==> src/rtl/reg_port_sched.sv <==
// reg_port_sched: owns the single register-file access port and shares it
// between the CPU execute/writeback path (A) and the move/exchange unit (B).
// A normally wins. B is forced ahead after STARVE_MAX consecutive A grants.
// A granted B swap locks the port for its full read/read/write/write sequence.
module reg_port_sched #(
  parameter int DATA_W     = 16,
  parameter int ADDR_W     = 4,
  parameter int STARVE_MAX = 4
) (
  input  logic              clk,
  input  logic              rst,
  input  logic              a_req,
  input  logic              a_we,
  input  logic [ADDR_W-1:0] a_addr,
  input  logic [DATA_W-1:0] a_wdata,
  output logic              a_gnt,
  output logic              a_rvalid,
  output logic [DATA_W-1:0] a_rdata,
  input  logic              b_req,
  input  logic [1:0]        b_op,
  input  logic [ADDR_W-1:0] b_addr,
  input  logic [ADDR_W-1:0] b_addr2,
  input  logic [DATA_W-1:0] b_wdata,
  output logic              b_gnt,
  output logic              b_done,
  output logic [DATA_W-1:0] b_rdata,
  output logic              busy,
  output logic              rf_load,
  output logic [ADDR_W-1:0] rf_addr,
  output logic [DATA_W-1:0] rf_data,
  input  logic [DATA_W-1:0] rf_out
);

  localparam int CNT_W = $clog2(STARVE_MAX + 1);
  localparam logic [CNT_W-1:0] STARVE_LIM = CNT_W'(STARVE_MAX);

  localparam logic [1:0] OP_RD   = 2'b00;
  localparam logic [1:0] OP_WR   = 2'b01;
  localparam logic [1:0] OP_SWAP = 2'b10;
  localparam logic [1:0] OP_NOP  = 2'b11;

  typedef enum logic [2:0] {
    IDLE   = 3'd0,
    SW_RD1 = 3'd1,
    SW_RD2 = 3'd2,
    SW_WR1 = 3'd3,
    SW_WR2 = 3'd4
  } state_t;

  state_t state;
  state_t state_nxt;

  logic [CNT_W-1:0]  starve_cnt;
  logic [ADDR_W-1:0] sw_addr1;
  logic [ADDR_W-1:0] sw_addr2;
  logic [DATA_W-1:0] tmp1;
  logic              a_rd_pend;
  logic              b_rd_pend;
  logic              b_first;
  logic              swap_start;

  assign busy       = (state != IDLE);
  assign swap_start = b_gnt && (b_op == OP_SWAP);

  // Arbitration: one grant per cycle, only while idle and out of reset; B wins when A is absent or B has starved.
  always_comb begin
    a_gnt   = 1'b0;
    b_gnt   = 1'b0;
    b_first = b_req && (!a_req || (starve_cnt == STARVE_LIM));
    if (!rst && (state == IDLE)) begin
      if (b_first) begin
        b_gnt = 1'b1;
      end else if (a_req) begin
        a_gnt = 1'b1;
      end
    end
  end

  // Swap sequencer next-state: only a granted swap leaves IDLE, then four locked cycles.
  always_comb begin
    state_nxt = state;
    case (state)
      IDLE:    if (swap_start) state_nxt = SW_RD1;
      SW_RD1:  state_nxt = SW_RD2;
      SW_RD2:  state_nxt = SW_WR1;
      SW_WR1:  state_nxt = SW_WR2;
      SW_WR2:  state_nxt = IDLE;
      default: state_nxt = IDLE;
    endcase
  end

  // Swap sequencer state register; reset abandons any swap in flight.
  always_ff @(posedge clk) begin
    if (rst) begin
      state <= IDLE;
    end else begin
      state <= state_nxt;
    end
  end

  // Register-file port mux: grant-cycle access from the winner, otherwise the swap's own accesses.
  always_comb begin
    rf_load = 1'b0;
    rf_addr = '0;
    rf_data = '0;
    if (!rst) begin
      if (a_gnt) begin
        rf_load = a_we;
        rf_addr = a_addr;
        rf_data = a_we ? a_wdata : '0;
      end else if (b_gnt) begin
        case (b_op)
          OP_RD: begin
            rf_addr = b_addr;
          end
          OP_WR: begin
            rf_load = 1'b1;
            rf_addr = b_addr;
            rf_data = b_wdata;
          end
          OP_SWAP: begin
            rf_addr = b_addr;
          end
          default: begin
          end
        endcase
      end else begin
        case (state)
          SW_RD1: begin
            rf_addr = sw_addr2;
          end
          SW_RD2: begin
            rf_load = 1'b1;
            rf_addr = sw_addr1;
            rf_data = rf_out;
          end
          SW_WR1: begin
            rf_load = 1'b1;
            rf_addr = sw_addr2;
            rf_data = tmp1;
          end
          default: begin
          end
        endcase
      end
    end
  end

  // Starvation counter: counts A grants that B watched go by, cleared once B is served or stops asking.
  always_ff @(posedge clk) begin
    if (rst) begin
      starve_cnt <= '0;
    end else if (b_gnt || !b_req) begin
      starve_cnt <= '0;
    end else if (a_gnt && (starve_cnt != STARVE_LIM)) begin
      starve_cnt <= starve_cnt + 1'b1;
    end
  end

  // Swap operand capture: indices frozen at grant, first read value held until the final write.
  always_ff @(posedge clk) begin
    if (rst) begin
      sw_addr1 <= '0;
      sw_addr2 <= '0;
      tmp1     <= '0;
    end else begin
      if (swap_start) begin
        sw_addr1 <= b_addr;
        sw_addr2 <= b_addr2;
      end
      if (state == SW_RD1) begin
        tmp1 <= rf_out;
      end
    end
  end

  // A response path: read data arrives the cycle after issue and is presented one cycle later.
  always_ff @(posedge clk) begin
    if (rst) begin
      a_rd_pend <= 1'b0;
      a_rvalid  <= 1'b0;
      a_rdata   <= '0;
    end else begin
      a_rd_pend <= a_gnt && !a_we;
      a_rvalid  <= a_rd_pend;
      if (a_rd_pend) begin
        a_rdata <= rf_out;
      end
    end
  end

  // B completion path: reads finish like A reads, writes/no-ops the cycle after grant, swaps after SW_WR1.
  always_ff @(posedge clk) begin
    if (rst) begin
      b_rd_pend <= 1'b0;
      b_done    <= 1'b0;
      b_rdata   <= '0;
    end else begin
      b_rd_pend <= b_gnt && (b_op == OP_RD);
      b_done    <= b_rd_pend
                   || (b_gnt && ((b_op == OP_WR) || (b_op == OP_NOP)))
                   || (state == SW_WR1);
      if (b_rd_pend) begin
        b_rdata <= rf_out;
      end
    end
  end

endmodule

==> config.mk <==
export PLATFORM = sky130hd
export DESIGN_NAME = reg_port_sched
export DESIGN_NICKNAME = d
export VERILOG_FILES = /design/src/rtl/reg_port_sched.sv
export SDC_FILE = /design/constraint.sdc
export NUM_CORES = 1
export LEC_CHECK = 0
export CELL_PAD_IN_SITES_DETAIL_PLACEMENT = 1
export CELL_PAD_IN_SITES_GLOBAL_PLACEMENT = 2
export CORE_MARGIN = 3
export CORE_UTILIZATION = 24
export DETAILED_ROUTE_END_ITERATION = 12
export PLACE_DENSITY = 0.88
export SLEW_MARGIN = 20
export SYNTH_ARGS = -nofsm -noshare
export SYNTH_HDL_FRONTEND = slang
export SYNTH_SLANG_ARGS = --single-unit
==> constraint.sdc <==
create_clock -name clk -period 2.3 [get_ports clk]
set_input_delay 0.345 -clock clk [delete_from_list [all_inputs] [get_ports clk]]
set_output_delay 0.345 -clock clk [all_outputs]
set_load 0.02 [all_outputs]
==> metrics.txt, run 1 <==
Reg power frac 36.3%; Leakage 2.052 nW; CTS Buf Count 9; Slew Viols, Final 0; drt total wl 12.20 mm; CP Buf/Inv Count 3; DRT Pass-1 Iters 5; die width 117.6 um; Final Hold Vio Count 0; Yosys reg bits 66; Clock power frac between 40 and 50%; DRC Markers 0; measured slew at the worst slew-check pin 740.8 ps; sequential-to-total area share from yosys stat 44.18%; max frequency just under 400 MHz; Post-CTS Hold Fix Bufs 0; number of vias per cell 4.839; drt wl/cell around 18 um; Cell Area, Synth between 2000 and 3000 um^2; CP cell instances or4_4 -> nor4_4 -> buf_4 -> buf_6 -> a222oi_1 -> a211oi_1 -> buf_2; RSZ-0062 raised after global routing yes; # fillers approximately 1400; Max-slew headroom 50.61%; grt ovf 0; clk buf depth 2; RePlAce Congestion 0.7517; number of synthesized flops with an enable pin 0; failing checks negative setup slack; crit-path max cell delay 570 ps; Clock transition at path regs 60 ps; crit path max fanout 6; Synth top cells by count nor2_1 (67), dfxtp_1 (66), mux2i_1 (41); Hold Crit Depth 2; synth top area cells dfxtp_1 (44%), mux2i_1 (14%), nor2_1 (8.4%); switching power slightly above 0.8 mW; final core utilization approximately 45%; final antenna-violating net count 0; Internal Power 2.428 mW; Min Hold Slack 465.8 ps; Yosys cell types 34; clock latency at the later pin of the worst-skew pair ~330 ps; Ant. Diodes 0; share of the synthesized area in the top cell type 44.18%; vias in the first global route 3563; CP required 1960 ps; first-pass GRT wire length 19.09 mm; layout cells sized above 1 29.26%; Design Power 3.250 mW; Final min period 2527 ps; IR drop worst, VDD 0.0002477 V; DRT iter0 DRCs 142; clock sinks 66; crit share post-route 109.9%; die area 13840 um^2; Max Cap Viol 0; R2R depth 7; Top FF cell, synth dfxtp_1; Port Buffers between 100 and 150; CP Capture Type output port; CTS tree done; DP Worst Slack -596.3 ps; Pwr Density 598.1 nW/um^2; Final nets 580; combinational fraction of design power 17.7%; syn avg cell area between 8 and 9 um^2; post-route setup slack -226.6 ps; io pins 125; slowest CP cell or4_4; die extent in y 117.6 um; Layout area overhead 81.72%; initial antenna violation count 0; CP startpoint kind flip-flop; Worst Path Class, Setup flip-flop to output port; via count 3310; area of the multi-input gates 1782 um^2; ys async rst share 0%; Crit path depth 7; Max H-tree Level 3; Rows 40; HPWL after DPL about 8 mm; initial core utilization 24.69%; Critical Path AT 2180 ps; final setup violation count 21; leading area contributor after synthesis dfxtp_1; area of the core 12110 um^2; skew final 5.554 ps; Crit path max-delay family simple AND/OR/NAND/NOR gates; clk root buf clkbuf_16; most frequent cell after synthesis nor2_1; GRT Total Usage 17.29%; Seq. cell area 1325 um^2; syn_nets 410; cell count after synthesis 341; pin count of the biggest net entering global routing 67; switching portion of total power 25.30%; HP Class flip-flop to flip-flop; status finished, violations left; Yosys Warn Count 0
## cells by family (layout without fill, tap and decap cells)
group | count (synthesis) | in the layout | share of synthesized area, %
compound gates | 60 | 60 | 15.56
fa+ha+maj | 2 | 2 | 0.8367
xor+xnor | 3 | 3 | 0.8788
simple gates | 137 | 137 | 20.33
buf+inv | 32 | 207 | 4.477
mux | 41 | 41 | 13.72
flops | 66 | 66 | 44.18
## area by class of cell
cell class / instances / area share, %
Sequential cell: 66 / 24.38
Timing Repair Buffer: 186 / 32.49
Inverter: 5 / 0.4375
Clock buffer: 9 / 4.145
Tap cell: 168 / 3.868
Multi-Input combinational cell: 243 / 32.79
Clock inverter: 7 / 1.888
## repair_timing
item,CTS,global route
endpoints found under the setup margin,23,24
gates cloned,2,0
resized for setup,141,26
setup buffers,10,7
pin swaps,33,26
## flip-flops by register name, indices dropped and copies added (netlist names)
register	count
state	3
b_rd_pend	1
a_rdata	16
b_done	1
b_rdata	16
sw_addr2	4
a_rd_pend	1
starve_cnt	3
tmp1	16
sw_addr1	4
a_rvalid	1
## power by group through the flow
stage | combinational (mW) | clock, mW | sequential [mW]
finish | 0.576 | 1.49 | 1.18
floorplan | 0.193 | 0 | 1.22
global route | 0.614 | 1.59 | 1.18
CTS | 0.561 | 1.53 | 1.18
detailed placement | 0.518 | 0 | 1.20
global placement | 0.509 | 0 | 1.20
## layout by cell type (no fill, tap or decap), types with 6 or more instances in the layout
| master | count |
|---|---|
| nor2_2 | 6 |
| nand2_1 | 39 |
| mux2i_1 | 40 |
| dfxtp_1 | 63 |
| a21oi_1 | 20 |
| buf_4 | 66 |
| nor3_2 | 6 |
| nor2_1 | 60 |
| buf_6 | 11 |
| clkdlybuf4s50_1 | 99 |
| a222oi_1 | 16 |
| a211oi_2 | 15 |
| clkbuf_16 | 9 |
## tightest hold or removal path: cells and delay by family (launching register included)
family           cells  cell delay [ps]
AND/OR/NAND/NOR      1               60
AO/OA/AOI/OAI        1               50
flip-flops           1              310
## metal layers
layer / up-vias / track usage [%] / part of all wire [%]
li1: 1559 / - / -
met1: 1632 / 19.96 / 42
met2: 105 / 30.90 / 50
met3: 14 / 4.325 / 6.0
met4: 0 / 6.154 / 1.6
met5: - / 0 / 0
## path summary, 6_finish.rpt
| check | to | from | slack [ps] |
|---|---|---|---|
| worst min-delay path | tmp1[7]$_SDFFE_PP0P_ | tmp1[7]$_SDFFE_PP0P_ | 470 |
| worst max register to register | sw_addr1[1]$_SDFFE_PP0P_ | state[1]$_SDFFE_PP0P_ | 30 |
| worst min register to register | tmp1[7]$_SDFFE_PP0P_ | tmp1[7]$_SDFFE_PP0P_ | 470 |
| worst max-delay path | rf_data[4] | state[1]$_SDFFE_PP0P_ | -230 |
## stage by stage
step,cells,TNS (ps),instance area (um^2)
6_report,684,-3903,5434
5_1_grt,684,-6000,5434
4_1_cts,681,-4852,5323
3_5_place_dp,653,-11410,4813
3_3_place_gp,653,-11670,4813
2_1_floorplan,341,-159.0,3095
Power figures use the tool's default switching activity.
==> run 2: changes to the inputs <==
--- a/config.mk
+++ b/config.mk
@@ -10,7 +10,7 @@
 export CORE_MARGIN = 3
 export CORE_UTILIZATION = 24
 export DETAILED_ROUTE_END_ITERATION = 12
-export PLACE_DENSITY = 0.88
+export PLACE_DENSITY = 0.91
 export SLEW_MARGIN = 20
 export SYNTH_ARGS = -nofsm -noshare
 export SYNTH_HDL_FRONTEND = slang
==> metrics.txt, run 2 (synthesized netlist as in run 1, its figures left out) <==
status finished, violations left; failing checks negative setup slack; combinational fraction of design power 18.3%; DRT Pass-1 Iters 5; Pwr Density between 500 and 600 nW/um^2; clk buf depth 2; Final nets 573; crit-path max cell delay 580 ps; clock sinks 66; # fillers 1410; filler-free cell count of the finished design approximately 680; Top Registers a_rdata: 16 flops, b_rdata: 16 flops, tmp1: 16 flops; final core utilization 43.24%; CTS tree done; Layout area overhead 75.15%; Worst Path Class, Setup flip-flop to output port; initial core utilization 24.69%; leading cell types in the layout, fill and taps excluded clkdlybuf4s50_1 (100), nor2_1 (67), buf_4 (64); GRT Total Usage 16.60%; Leakage approximately 2 nW; slowest CP cell or4_4; measured slew at the worst slew-check pin slightly above 700 ps; final antenna-violating net count 0; Crit path max-delay family simple AND/OR/NAND/NOR gates; CP cell instances or4_4 -> nor4_4 -> buf_4 -> buf_6 -> a222oi_1 -> a211oi_2 -> buf_4; Final min period 2551 ps; max frequency between 300 and 400 MHz; Max Cap Viol 0; DRC Markers 0; DP Worst Slack -610.2 ps; area of the core 12110 um^2; crit-path most repeated cell buf_4; Slew Viols, Final 0; Clock transition at path regs 50 ps; CTS Buf Count 9; die area 13840 um^2; skew final 4.015 ps; RSZ-0062 raised after global routing yes; DP Cell Count 652; IR drop worst, VDD between 0.0002 and 0.00025 V; Internal Power approximately 2.2 mW; CP startpoint kind flip-flop; Rows 40; first-pass GRT wire length roughly 18 mm; switching portion of total power 25.12%; CP Capture Type output port; io pins around 130; drt total wl 11.75 mm; drt wl/cell 17.37 um; switching power approximately 0.75 mW; Final Hold Vio Count 0; grt ovf 0; die extent in y 117.6 um; clk root buf clkbuf_16; Max H-tree Level 3; RePlAce Congestion 0.7516; vias in the first global route 3456; crit share post-route 110.9%; CP Buf/Inv Count 3; Max-slew headroom ~52%; number of vias per cell between 4 and 5; Reg power frac 39.7%; HP Class flip-flop to flip-flop; commonest non-fill, non-tap cell in the layout clkdlybuf4s50_1; CP required 1960 ps; via count 3236; Design Power 2.978 mW; die width 117.6 um; DRT iter0 DRCs between 150 and 200; Critical Path AT about 2200 ps; Port Buffers 124; Post-CTS Hold Fix Bufs 0; post-route setup slack -251.0 ps; final setup violation count 21; layout cells sized above 1 26.18%; initial antenna violation count 0; HPWL after DPL around 8.5 mm; Clock power frac 42.0%; crit path max fanout 6; clock latency at the later pin of the worst-skew pair 330 ps; Ant. Diodes 0; pin count of the biggest net entering global routing 58
## run 2: cell types whose count changed in the layout (fill, tap and decap cells not counted), moves of 2 or more
cell | previous run | this run
nor2_1 | 60 | 67
nor2_2 | 6 | 0
buf_6 | 11 | 7
clkinv_2 | 0 | 3
clkinv_4 | 3 | 0
buf_4 | 66 | 64
bufinv_16 | 2 | 0
clkbuf_8 | 0 | 2
inv_6 | 2 | 0
## run 2: tightest hold or removal path, stage by stage (launching register included)
cell and delay, ps:
dfxtp_1 300, nand2_1 50, a21oi_1 50
## run 2: area by class of cell
| cell class | instances | area [um^2] | area share [%] |
|---|---|---|---|
| sequential | 66 | 1325 | 25.30 |
| inverter | 5 | 21.27 | 0.4061 |
| multi-input combinational | 243 | 1743 | 33.28 |
| tap | 168 | 210.2 | 4.013 |
| clock buffer | 12 | 256.5 | 4.897 |
| clock inverter | 3 | 15.01 | 0.2867 |
| timing repair buffer | 179 | 1667 | 31.82 |
## run 2: layer usage
| layer | up-vias | wire length, um | GRT usage [%] |
|---|---|---|---|
| li1 | 1536 | - | - |
| met4 | 0 | 135 | 4.908 |
| met2 | 91 | 6088 | 28.96 |
| met3 | 11 | 680 | 5.286 |
| met5 | - | 0 | 0 |
| met1 | 1598 | 4841 | 19.45 |
## run 2: final timing paths
| check | from | cells past startpoint | endpoint | slack (ps) |
|---|---|---|---|---|
| worst min-delay path | tmp1[10]$_SDFFE_PP0P_ | 2 | tmp1[10]$_SDFFE_PP0P_ | 460 |
| worst max-delay path | state[1]$_SDFFE_PP0P_ | 7 | rf_data[3] | -250 |
| worst min register to register | tmp1[10]$_SDFFE_PP0P_ | 2 | tmp1[10]$_SDFFE_PP0P_ | 460 |
| worst max register to register | state[1]$_SDFFE_PP0P_ | 6 | sw_addr1[3]$_SDFFE_PP0P_ | 40 |
## run 2: timing repair
action / CTS / global route
pin swaps: 34 / 16
cloned: 1 / 0
gates resized for setup: 131 / 10
endpoints found under the setup margin: 23 / 23
setup buffers: 5 / 4
## run 2: power groups by stage
| stage | clock network (mW) | registers [mW] | logic (mW) |
|---|---|---|---|
| 6_report | 1.25 | 1.18 | 0.546 |
| 5_1_grt | 1.34 | 1.18 | 0.584 |
| 4_1_cts | 1.28 | 1.18 | 0.540 |
| 3_5_place_dp | 0 | 1.20 | 0.524 |
| 3_3_place_gp | 0 | 1.20 | 0.514 |
| 2_1_floorplan | 0 | 1.22 | 0.193 |
## run 2: metrics by stage
step,area [um^2],hold slack [ps],TNS (ps)
floorplan,3095,420.1,-159.0
global placement,4831,442.4,-11780
detailed placement,4831,451.3,-12330
CTS,5175,418.8,-4597
global route,5238,452.9,-5729
finish,5238,461.5,-3882
==> run 3: changes to the inputs <==
--- a/config.mk
+++ b/config.mk
@@ -10,6 +10,7 @@
 export CORE_MARGIN = 3
 export CORE_UTILIZATION = 24
 export DETAILED_ROUTE_END_ITERATION = 12
+export MAX_ROUTING_LAYER = met4
 export PLACE_DENSITY = 0.91
 export SLEW_MARGIN = 20
 export SYNTH_ARGS = -nofsm -noshare
==> constraint.sdc (replaced) <==
create_clock -name clk -period 2.9 [get_ports clk]
set_input_delay 0.435 -clock clk [delete_from_list [all_inputs] [get_ports clk]]
set_output_delay 0.435 -clock clk [all_outputs]
set_load 0.02 [all_outputs]
==> metrics.txt, run 3 (synthesized netlist as in run 1, its figures left out) <==
CTS tree done; HPWL after DPL ~8.3 mm; RSZ-0062 raised after global routing no; max frequency 361.8 MHz; Layout area overhead 64.60%; DRC Markers 0; area of the core 12110 um^2; final antenna-violating net count 0; pin count of the biggest net entering global routing 68; CP required 2470 ps; Critical Path AT approximately 2300 ps; RePlAce Congestion 0.8656; status complete, no violations; grt ovf 0; CP startpoint kind flip-flop; measured slew at the worst slew-check pin 719.7 ps; combinational fraction of design power roughly 15%; final setup violation count 0; Clock power frac between 40% and 50%; Min Hold Slack 458.1 ps; die width approximately 120 um; IR drop worst, VDD 0.0002999 V; io pins 125; Max Cap Viol 0; Leakage 1.873 nW; layout cells sized above 1 a little over an eighth; clk root buf clkbuf_16; Clock transition at path regs ~60 ps; skew final a little over 4 ps; initial core utilization 24.69%; die area 13840 um^2; Worst Path Class, Setup flip-flop to output port; initial antenna violation count 0; Top Registers a_rdata: 16 flops, b_rdata: 16 flops, tmp1: 16 flops; Max-slew headroom 52.02%; clk buf depth 2; DP Worst Slack -726.7 ps; filler-free cell count of the finished design 654; clock latency at the later pin of the worst-skew pair 320 ps; Final nets 550; DRT Pass-1 Iters 5; first-pass GRT wire length 18.57 mm; Final Hold Vio Count 0; switching power ~0.59 mW; drt total wl 11.37 mm; Port Buffers 124; Slew Viols, Final 0; DP Cell Count 636; via count 3089; DRT iter0 DRCs roughly 230; die extent in y 117.6 um; final core utilization 40.64%; CTS Buf Count 9; clock sinks 66; crit path max fanout 5; commonest non-fill, non-tap cell in the layout clkdlybuf4s50_1; leading cell types in the layout, fill and taps excluded clkdlybuf4s50_1 (100), nor2_1 (67), dfxtp_1 (65); Rows 40; Ant. Diodes 0; Final min period 2764 ps; HP Class flip-flop to flip-flop; number of vias per cell 4.723; drt wl/cell 17.38 um; CP Capture Type output port; vias in the first global route 3426; Reg power frac a little under two fifths; Pwr Density 498.6 nW/um^2; crit share post-route a little over nine tenths; Max H-tree Level 3; post-route setup slack 135.7 ps; Internal Power 1.862 mW; GRT Total Usage 17.14%; switching portion of total power 24.13%
[run 3: critical path, cell delays in order, from the launching register on]
cell and delay (ps):
dfxtp_1 310, or4_4 560, buf_4 170, nor3_4 280, a311oi_2 160, nor3_1 180, dlygate4sd2_1 350
[run 3: power by group through the flow]
stage	combinational (mW)	sequential [mW]	clock, mW
after CTS	0.369	0.942	1.18
after global routing	0.394	0.944	1.23
after global placement	0.367	0.960	0
after detailed placement	0.374	0.961	0
final	0.366	0.942	1.15
after floorplan	0.137	0.967	0
[run 3: final cells by class]
| type | count | area, um^2 |
|---|---|---|
| timing repair buffer | 156 | 1466 |
| clock buffer | 9 | 225.2 |
| clock inverter | 7 | 93.84 |
| multi-input combinational | 243 | 1582 |
| tap | 168 | 210.2 |
| sequential | 66 | 1323 |
| fill | 1450 | 7189 |
| inverter | 5 | 22.52 |
[run 3: through the flow]
step / total power, mW / instance area [um^2] / TNS (ps)
2_1_floorplan: 1.104 / 2990 / 0
3_3_place_gp: 1.328 / 4564 / -9929
3_5_place_dp: 1.335 / 4564 / -11900
4_1_cts: 2.493 / 4911 / -6.738
5_1_grt: 2.568 / 4922 / 0
6_report: 2.454 / 4922 / 0
[run 3: repair_timing]
item,4_1_cts,5_1_grt
buffers inserted,2,0
hold buffers,0,0
pin swaps,1,0
endpoints found under the setup margin,23,11
gates resized for setup,27,20
[run 3: worst paths after layout]
path | start | to | slack [ps] | depth (start not counted)
min reg2reg | tmp1[3]$_SDFFE_PP0P_ | tmp1[3]$_SDFFE_PP0P_ | 460 | 2
max | state[0]$_SDFFE_PP0P_ | rf_addr[0] | 140 | 6
min | tmp1[3]$_SDFFE_PP0P_ | tmp1[3]$_SDFFE_PP0P_ | 460 | 2
max reg2reg | state[0]$_SDFFE_PP0P_ | state[0]$_SDFFE_PP0P_ | 520 | 4
[run 3: per-layer routing]
metal  track usage [%]  vias up  wire [um]
li1                  -     1490          -
met1             19.61     1500       4981
met2             29.00       85       5644
met3             4.373       14        553
met4             6.300        0        190
met5                 -        -          0
==> RTL change 1: new RTL, flow settings as in run 2 <==
Change the parameter `DATA_W` from 16 to 12.
--- a/src/rtl/reg_port_sched.sv
+++ b/src/rtl/reg_port_sched.sv
@@ -3,7 +3,7 @@
 // A normally wins. B is forced ahead after STARVE_MAX consecutive A grants.
 // A granted B swap locks the port for its full read/read/write/write sequence.
 module reg_port_sched #(
-  parameter int DATA_W     = 16,
+  parameter int DATA_W     = 12,
   parameter int ADDR_W     = 4,
   parameter int STARVE_MAX = 4
 ) (
Interface: changed (6 resized); port bits go from 125 to 101. No check against the original RTL was run, so the function may have changed too.
==> RTL change 1 against run 2 <==
The run still ends with negative setup slack left; utilization is 1.4 points lower; via count fell by 18%; cell area down 16%; synthesized area down 11%; setup slack better by 0.12 ns; routed wire length down 18%; sequential cell count is 12 lower; total power decreased by 32%; largest power group is now registers; highest routed layer unchanged.
==> RTL change 1: results (changes against run 2) <==
synth_mux_area_share_pct: 21.14  # +7.4 points
met1_length_um: 4505  # -6.9%
violations: "negative setup slack"
dr_wl_met2_um: 4699  # -23%
htreeDepth: 2  # -1
gr-usage-met2_pct: 26.86  # -2.1 points
gp_congestion: 0.8120  # +8.0%
timing.hold.ws_ns: 0.5050  # +0.04348 ns
synth_common_cells: "nor2_1, mux2i_1, dfxtp_1, nor3_1, a211oi_1"
min_from: "b_rdata[7]$_SDFFE_PP0P_"
clock_area_share_pct: 2.155  # -3.0 points
leakagePower_uw: 0.001604  # -19%
port_buffers: 100  # -19%
fin_skew_ns: 0.01116  # +0.007148 ns
ir_worst_vdd_v: 0.0002617  # +6.1%
n_all_inverters: 4  # -1
final_nets: 486  # -15%
status: "finished with violations"
n_all_buffers: 149  # -17%
crit_end: "rf_data[6]"
synth_top_area_share_pct: 40.77  # -3.4 points
setup_slack_ns: -0.1296  # +0.1214 ns
post_cts_buffers: 4  # -1
multi_input_cells: 215  # -12%
clkTransAtPathRegs_ns: 0.11  # +0.06 ns
synth_cell_types: 40  # +18%
multi_input_area_share_pct: 37.63  # +4.4 points
synth_area_leaders: "dfxtp_1, mux2i_1, nor2_1, a211oi_1, nor3_1"
reg2reg_setup_slack_ns: 0.47  # +0.43 ns
grt_pass1_wl_um: 15570  # -15%
grtUsageMet3_pct: 3.275  # -2.0 points
yosys.area_share.adder_pct: 0.9438  # +0.11 points
fillers: 1221  # -13%
clockRootBuffer: "clkbuf_8"
r2r-end: "sw_addr1[1]$_SDFFE_PP0P_"
yosysSeqAreaShare_pct: 40.77  # -3.4 points
setup_viol: 13  # -38%
grt_max_degree: 55  # -5.2%
## RTL change 1: changes by cell type in the layout (fill, tap and decap cells not counted), moves of 9 or more
cell,run 2,this run
dfxtp_1,63,51
a21oi_1,20,7
a222oi_1,16,0
buf_4,64,54
nand2_1,39,8
mux2i_1,41,56
a211oi_2,15,6
clkdlybuf4s50_1,100,79
## RTL change 1: per-stage QoR
| stage | utilization, % | instance area (µm²) | TNS (ns) |
|---|---|---|---|
| 6_report | 41.80 | 4412 | -0.7720 |
| 4_1_cts | 41.11 | 4339 | -0.5386 |
| 3_5_place_dp | 39.00 | 4116 | -6.836 |
| 5_1_grt | 41.80 | 4412 | -2.343 |
| 2_1_floorplan | - | 2691 | -0.02045 |
| 3_3_place_gp | 39.00 | 4116 | -6.274 |
## RTL change 1: where the power goes
| part | switching (µW) | internal [µW] |
|---|---|---|
| registers | 10.9 | 955 |
| clock network | 338 | 225 |
| logic | 244 | 265 |
==> RTL change 2: new RTL, settings of run 2 <==
Without the edit above. The 5 states of `state_t` get a one-hot encoding in 5 bits.
--- a/src/rtl/reg_port_sched.sv
+++ b/src/rtl/reg_port_sched.sv
@@ -39,12 +39,12 @@
   localparam logic [1:0] OP_SWAP = 2'b10;
   localparam logic [1:0] OP_NOP  = 2'b11;
 
-  typedef enum logic [2:0] {
-    IDLE   = 3'd0,
-    SW_RD1 = 3'd1,
-    SW_RD2 = 3'd2,
-    SW_WR1 = 3'd3,
-    SW_WR2 = 3'd4
+  typedef enum logic [4:0] {
+    IDLE   = 5'b00001,
+    SW_RD1 = 5'b00010,
+    SW_RD2 = 5'b00100,
+    SW_WR1 = 5'b01000,
+    SW_WR2 = 5'b10000
   } state_t;
 
   state_t state;
Behaviour: same outputs for any inputs over 10 cycles, from zero or initial values and one cycle with rst high; not proved beyond that.
==> RTL change 2 against run 2 <==
The run still ends with negative setup slack left; sequential cell count up 2; die area is 3.3% higher; total power grew 9.2%; hold slack improved by 0.0032 ns; setup slack worse by 0.0065 ns; global-route usage rose by 2.1 points; critical path depth is the same; synthesized area increased by 3.5%; routed wire length grew 13%; cell area up 8.9%; critical path type unchanged; critical endpoint is now rf_addr[1].
==> RTL change 2: results (changes against run 2) <==
whs_endpoint: "tmp1[6]$_SDFFE_PP0N_"
met1_length_um: 5779  # +19%
multi_input_cells: 268  # +10%
setup_slack_ns: -0.2575  # -0.006472 ns
yosysSeqAreaShare_pct: 44.00  # -0.19 points
pwr_density_cell_nw_per_um2: 570.7  # +0.35%
r2r-end: "tmp1[3]$_SDFFE_PP0N_"
tns_ns: -4.076  # -0.1941 ns
drt-initial-drc-count: 176  # -1.1%
drt_first_pass_iters: 4  # -1
setup_viol: 20  # -4.8%
grt_pass1_wl_um: 20970  # +14%
place_ws_ns: -0.6735  # -0.06330 ns
syn-num-nets: 436  # +6.3%
clock_area_share_pct: 5.684  # +0.50 points
grtUsageMet3_pct: 4.383  # -0.90 points
gp_congestion: 0.8178  # +8.8%
final_nets: 612  # +6.8%
route.met3.wl_um: 469  # -31%
placedCellCount: 689  # +5.7%
ir_worst_vdd_v: 0.0003711  # +50%
timing.hold.ws_ns: 0.4648  # +0.003242 ns
wire_per_inst_um: 18.60  # +7.0%
worstMarginPinSlew_ns: 0.7505  # +0.02453 ns
synth_seq_cells: 68  # +3.0%
dr_wl_met2_um: 6766  # +11%
min_from: "tmp1[6]$_SDFFE_PP0N_"
reg2reg_setup_slack_ns: 0.28  # +0.24 ns
synth_cell_types: 36  # +5.9%
vias_per_cell: 4.810  # +0.48%
status: "finished with violations"
syn_to_final_growth_pct: 84.27
layout.cells.non_filler: 716  # +5.9%
leakagePower_uw: 0.002013  # +2.1%
grt_usage_pct: 18.65  # +2.1 points
drive_gt1_share_pct: 31.93  # +5.8 points
r2r_start: "state[4]$_SDFFE_PP0P_"
worstPathMaxFanout: 5  # -1
whs_path_depth: 2  # unchanged
layout.nonclk_buf_share_pct: 32.04  # +0.22 points
dp_hpwl_um: 9259  # +9.5%
violations: "negative setup slack"
grt_pass1_vias: 3827  # +11%
gr-usage-met2_pct: 32.73  # +3.8 points
switchingPower_uw: 823.1  # +10%
crit_end: "rf_addr[1]"
fin_skew_ns: 0.005574  # +0.001559 ns
grt_max_degree: 37  # -36%
sh_seq_area_pct: 23.96  # -1.3 points
use_met1_pct: 22.04  # +2.6 points
fillers: 1439  # +2.1%
swShare_pct: 25.29  # +0.17 points
utilization_pct: 46.31  # +3.1 points
multi_input_area_share_pct: 34.30  # +1.0 points
## RTL change 2: cell types whose count changed in the layout (fill, tap and decap cells not counted), moves of 6 or more
cell,change
o21ai_0,+11
a22oi_2,+16
nor2_1,-24
buf_6,+11
nand3_1,+8
a21oi_1,+8
nor3_2,-6
a31oi_2,+10
mux2i_1,-9
nand2_2,+9
a222oi_1,-16
a211oi_2,-15
o21ai_1,+11
## RTL change 2: cell families after synthesis
family,share of synthesized area [%]
AOI/OAI and AO/OA,19.53
xor gates and xnor gates,0.2831
muxes,10.35
adders and majority gates,0.8086
DFF,44.00
buffers and inverters,4.246
and+or+nand+nor,20.78
## RTL change 2: repair_timing
action,in CTS,in global routing
pin swaps,27,23
endpoints found under the hold margin,0,0
setup buffers,10,0
endpoints found under the setup margin,24,23
resized for setup,180,30
gates cloned,4,0
## RTL change 2: worst min-delay path, stage by stage, from the launching register on
cell and delay, ns:
dfxtp_1 0.31, nand2_1 0.05, a21oi_1 0.05
